===== config.mk =====
export PLATFORM = sky130hd
export DESIGN_NAME = shift_reg_univ
export DESIGN_NICKNAME = d
export VERILOG_FILES = /design/src/rtl/shift_reg_univ.sv
export SDC_FILE = /design/constraint.sdc
export NUM_CORES = 1
export LEC_CHECK = 0
export BUFFER_PORTS_ARGS = -buffer_cell sky130_fd_sc_hd__buf_2
export CORE_UTILIZATION = 35
export CTS_CLUSTER_DIAMETER = 30
export DETAILED_ROUTE_END_ITERATION = 16
export PLACE_DENSITY = 0.62
export SYNTH_ARGS = -nofsm -noshare
export SYNTH_HDL_FRONTEND = slang
export SYNTH_SLANG_ARGS = --single-unit
export TNS_END_PERCENT = 10

===== constraint.sdc =====
create_clock -name clk -period 1.4 [get_ports clk]
set_input_delay 0.21 -clock clk [delete_from_list [all_inputs] [get_ports clk]]
set_output_delay 0.21 -clock clk [all_outputs]
set_load 0.02 [all_outputs]

===== src/rtl/shift_reg_univ.sv =====
// Universal shift register (hold / shift-left / shift-right / load) with a saturating shift counter and done pulse.
// Optional rotate input, enabled by defining SHIFT_REG_UNIV_ROTATE_EN.
module shift_reg_univ #(
  parameter  int WIDTH = 8,
  localparam int CNT_W = $clog2(WIDTH + 1)
) (
  input  logic             clk,
  input  logic             rst_n,
  input  logic [1:0]       mode,
  input  logic [WIDTH-1:0] d,
  input  logic             sin_lsb,
  input  logic             sin_msb,
`ifdef SHIFT_REG_UNIV_ROTATE_EN
  input  logic             rotate,
`endif
  output logic [WIDTH-1:0] q,
  output logic             so_msb,
  output logic             so_lsb,
  output logic [CNT_W-1:0] shift_cnt,
  output logic             done
);

  typedef enum logic [1:0] {
    MODE_HOLD  = 2'b00,
    MODE_LEFT  = 2'b01,
    MODE_RIGHT = 2'b10,
    MODE_LOAD  = 2'b11
  } mode_e;

  localparam logic [CNT_W-1:0] CNT_MAX = CNT_W'(WIDTH);

  logic [WIDTH-1:0] q_q, q_d;
  logic [CNT_W-1:0] cnt_q, cnt_d;
  logic             done_q, done_d;
  logic             feed_lsb, feed_msb;

`ifdef SHIFT_REG_UNIV_ROTATE_EN
  // Rotation recirculates the bit falling off the opposite end.
  assign feed_lsb = rotate ? q_q[WIDTH-1] : sin_lsb;
  assign feed_msb = rotate ? q_q[0]       : sin_msb;
`else
  assign feed_lsb = sin_lsb;
  assign feed_msb = sin_msb;
`endif

  always_comb begin
    q_d    = q_q;
    cnt_d  = cnt_q;
    done_d = 1'b0;
    case (mode_e'(mode))
      MODE_HOLD: begin
        q_d   = q_q;
        cnt_d = cnt_q;
      end
      MODE_LEFT: begin
        q_d = {q_q[WIDTH-2:0], feed_lsb};
        if (cnt_q < CNT_MAX) begin
          cnt_d  = cnt_q + 1'b1;
          done_d = (cnt_q == CNT_MAX - 1'b1);
        end
      end
      MODE_RIGHT: begin
        q_d = {feed_msb, q_q[WIDTH-1:1]};
        if (cnt_q < CNT_MAX) begin
          cnt_d  = cnt_q + 1'b1;
          done_d = (cnt_q == CNT_MAX - 1'b1);
        end
      end
      MODE_LOAD: begin
        q_d   = d;
        cnt_d = '0;
      end
      default: begin
        q_d   = q_q;
        cnt_d = cnt_q;
      end
    endcase
  end

  always_ff @(posedge clk or negedge rst_n) begin
    if (!rst_n) begin
      q_q    <= '0;
      cnt_q  <= '0;
      done_q <= 1'b0;
    end else begin
      q_q    <= q_d;
      cnt_q  <= cnt_d;
      done_q <= done_d;
    end
  end

  assign q         = q_q;
  assign so_msb    = q_q[WIDTH-1];
  assign so_lsb    = q_q[0];
  assign shift_cnt = cnt_q;
  assign done      = done_q;

endmodule


Yosys cells after proc, flatten, opt, wreduce, memory -nomap -nowiden
Cells that the tools add are included.
- flip-flop bits (word level): 13
- input bits: 14
- output and inout bits: 15
- logic and storage cells: 19
- $add $sub $neg: 1
- $lt $le $gt $ge: 1
- equal/unequal tests: 5
- muxes and demuxes: 5
- bitwise operators: 1
- reduce and logical (&&, ||, !) cells: 3
- operators by type and width (kind ; count):
    $pmux 8 s3 ; 1
    $pmux 4 s2 ; 1
    $add 4x1->4 const B ; 1
    $eq 2x2->1 const B ; 2
    $eq 4x3->1 const B ; 1
    $lt 4x4->1 const B ; 1
    $mux 4 ; 1
    $eq 2x1->1 const B ; 1
    $logic_not 2->1 ; 1
    $mux 1 ; 2
    $ne 2x1->1 const B ; 1
    $reduce_and 2->1 ; 1
    $reduce_or 2->1 ; 1
    $not 1->1 ; 1

Longest topological paths before layout
- word-level depth: 4
- depth in mapped cells: 6
- depth with buffers taken out: 5

Worst setup path before layout
No wires, ideal clock.
- kind: in2reg
- start point: in mode[0]
- end point: reg cnt_q[0], in the netlist shift_cnt[0]
- library setup time: 0.125 ns
- data arrival time: 1.109 ns
- required time: 1.275 ns
- slack: 0.166 ns
- stages: 4
- buffers on the path: 0
- cell sequence: inv_1 > ha_1 > a21oi_2 > mux2_2
- word-level cells in the longest chain between the ends: 4
- elaborated cells on any way between the ends: 9
- classes of those cells: eq/ne: 4; mux: 1; bitwise: 1; reduce/logical: 3
- ends and longest elaborated chain (what ; line ; RTL):
    from (decl) ; 9 ; input logic [1:0] mode,
    $eq 2x2->1 or $eq 2x1->1 (tied branches) ; 50 ; case (mode_e'(mode))
    $reduce_or 2->1 (no source line) ; -- ;
    $ne 2x1->1 (no source line) ; -- ;
    $reduce_and 2->1 (no source line) ; -- ;
    to (signal assigned) ; 87 ; cnt_q <= cnt_d;
    to (decl) ; 33 ; logic [CNT_W-1:0] cnt_q, cnt_d;
Several ways; a longest one is shown, not always the timed one.
A chain may end at the register's enable or synchronous reset.

Worst setup path in the final report
- start point: reg cnt_q[3], in the netlist shift_cnt[3]
- end point: out shift_cnt[3]
- RTL lines (what ; line ; RTL):
    to (decl) ; 19 ; output logic [CNT_W-1:0] shift_cnt,
No word-level cell between the ends.

==> out/qor.tcl <==
set qor(cpPeakStageDelay_ps) 450
set qor(timing.critical_path.buf_inv) 1
set qor(synth-seq-cells) 13
set qor(max_freq_ghz) 0.887
set qor(critPathSlowestCell) {sky130_fd_sc_hd__dfrtp_1}
set qor(route.final.wire_length_mm) 1.45
set qor(synth.lib_cells_used.distinct) 21
set qor(final.hold.worst_slack_ps) 210
set qor(drt-wirelength-per-cell_um) 11.1
set qor(r2r_slack_ps) 320
set qor(grt_start_max_net_pins) 17
set qor(mostFrequentLayoutCells) {28 x sky130_fd_sc_hd__buf_2, 13 x sky130_fd_sc_hd__dfrtp_1, 12 x sky130_fd_sc_hd__inv_1}
set qor(post_route_cells_drive_above_1_share_pct) 36.5
set qor(grtUsageMet1_pct) 20.1
set qor(arrival_ps) 920
set qor(number_of_endpoints_with_negative_hold_slack_in_the_final_report) 0
set qor(fin_util_pct) 47.3
set qor(flow.area_growth_from_synthesis_pct) 25.6
set qor(cts_tree) {yes}
set qor(critical_path_required_ps) 1190
set qor(maxCapViolations) 0
set qor(clock_tree.buffer_depth) 2
set qor(placeableCoreArea_um2) 1980
set qor(cts-buffers-inserted) 3
set qor(worstHoldPathType) {input pin to flip-flop}
set qor(clk-insertion-delay-late_ps) 270
set qor(grt_use_met2_pct) 21.9
set qor(hold_ep) {q[0]$_DFFE_PN0P_}
set qor(r2r-start) {shift_cnt[3]$_DFFE_PN0P_}
set qor(avg_inst_size_synth_um2) 10.1
set qor(layout_commonest_cell) {sky130_fd_sc_hd__buf_2}
set qor(crit_path_max_fanout) 7
set qor(crit_chain) {buf_2}
set qor(whs_path_depth) 3
set qor(finClkSkew_ps) 1.50
set qor(root_buffer_cell) {sky130_fd_sc_hd__clkbuf_4}
set qor(synthesis.instances) 74
set qor(post-route-period-util_pct) 80.5
set qor(buffer_ports.inserted) 28
set qor(detail-route-antenna-nets) 0
set qor(floorplan.io_pins) 29
set qor(grt_pass1_vias) 503
set qor(grt-busiest-layer) {met2}
set qor(synthesis.area_um2) 747
set qor(dp_hpwl_mm) 1.14
set qor(worst_path_dominant_cell_family) {flip-flops}
set qor(setup_violations) 0
set qor(num_antenna_cells) 0
set qor(power-per-cell-area_nw_per_um2) 1430
set qor(nets) 123
set qor(grt_pass1_wl_mm) 2.33
set qor(global_route.overflow_total) 0
set qor(number_of_cells_on_the_worst_reg_to_reg_path) 2
set qor(grt.total_usage_pct) 14.8
set qor(layout_setup_ws_ps) 273
set qor(run_status) {finished clean}
set qor(drv_slew) 0
set qor(critPathKind) {flip-flop to output pin}
set qor(placement_rows) 16
set qor(total_via_count_in_the_routed_design) 628
set qor(cts_resized) 0
set qor(antenna_violations_before_repair) 0
set qor(worstSetupEndpointType) {output pin}
set qor(unrepaired_setup_endpoints_after_global_routing) {false}
set qor(critical_path_startpoint_category) {flip-flop}
set qor(final_period_minus_worst_setup_slack_ps) 1130
set qor(yosysSeqAreaShare_pct) 43.6
set qor(vdd_ir_drop_max_mv) 0.922
set qor(met3_global_route_usage_pct) 3.70
set qor(worst_slew_pin_slew_ps) 401
set qor(route.detailed.vias_per_inst) 4.79
set qor(initial_util_pct) 37.7
set qor(worstHoldStart) {sin_lsb}
set qor(detailedRoute.firstIterationViolations) 5
set qor(mappedNetlistNets) 92
set qor(clk_transition_reported_paths_ps) 80
set qor(synthesis_warnings) 0
set qor(timing.setup.tns_ps) 0
set qor(post-route-drc-count) 0
set qor(first_pass_iters) 4
set qor(clkSinkCount) 13
set qor(pre_cts_slack_ps) 53.2
set qor(relSlewSlack_pct) 73.2
set qor(fp.dieArea_um2) 2320
set qor(clock_tree.htree_level_count) 1
set qor(die_height_um) 48.2
set qor(fp.dieW_um) 48.2
set qor(crit-reg2reg-capture) {shift_cnt[0]$_DFFE_PN0P_}
set qor(total_leakage_power_uw) 0.000489
set qor(finalWeightedCongestion) 0.755
==> stage by stage <==
step | cell area (um^2) | std cells | total power, uW
detailed placement | 902 | 126 | 1120
finish | 938 | 131 | 1340
floorplan | 747 | 74 | 948
global placement | 902 | 126 | 1110
global route | 938 | 131 | 1470
CTS | 938 | 131 | 1360
==> synth_stat cells (all sizes together) <==
master   n  area [um^2]
mux2i    2         20.0
and4b    1         10.0
o22ai    1         6.26
mux2     1         11.3
o21ai    3         15.0
a22o     8         70.1
ha       4         50.1
inv     12         45.0
nand3    1         5.00
nand3b   1         7.51
buf      6         41.3
a211oi   9         72.6
nor2     3         18.8
dfrtp   13          325
a21oi    9         48.8
==> where the power goes <==
| group | total, uW | internal (uW) | switching (uW) |
|---|---|---|---|
| clock network | 230 | 110 | 120 |
| registers | 582 | 469 | 113 |
| logic | 531 | 230 | 300 |
| total | 1340 | 809 | 534 |
==> layer usage <==
| layer | up-vias | routed length, um |
|---|---|---|
| met2 | 18 | 672 |
| li1 | 326 | - |
| met4 | 0 | 12 |
| met1 | 282 | 669 |
| met5 | - | 0 |
| met3 | 2 | 96 |
==> worst max-delay path by stage <==
stage | depth (start not counted) | start | to
floorplan | 4 | mode[0] | shift_cnt[0]$_DFFE_PN0P_
global placement | 5 | mode[0] | shift_cnt[0]$_DFFE_PN0P_
detailed placement | 5 | mode[0] | shift_cnt[0]$_DFFE_PN0P_
CTS | 1 | shift_cnt[3]$_DFFE_PN0P_ | shift_cnt[3]
global route | 1 | shift_cnt[3]$_DFFE_PN0P_ | shift_cnt[3]
finish | 1 | shift_cnt[3]$_DFFE_PN0P_ | shift_cnt[3]
==> sequential cells by signal, indices dropped and copies added (netlist names) <==
signal	flops
shift_cnt	4
done	1
q	8
==> cells by family after synthesis <==
family	synth area share [%]
adders and majority gates	6.70
DFF	43.6
muxes	4.19
AOI/OAI and AO/OA	28.5
and+or+nand+nor	5.53
buffers and inverters	11.6
==> repair_timing <==
action,CTS,global route
hold endpoints to repair,13,0
buffers inserted,0,0
hold buffers,1,0
==> cell type report <==
class                           instances  area [um^2]
Timing Repair Buffer                   32          173
Clock buffer                            4         26.3
Tap cell                               27         33.8
Multi-Input combinational cell         43          335
Fill cell                             196         1040
Inverter                               12         45.0
Sequential cell                        13          325
No activity file was read; power rests on OpenSTA's default activity.
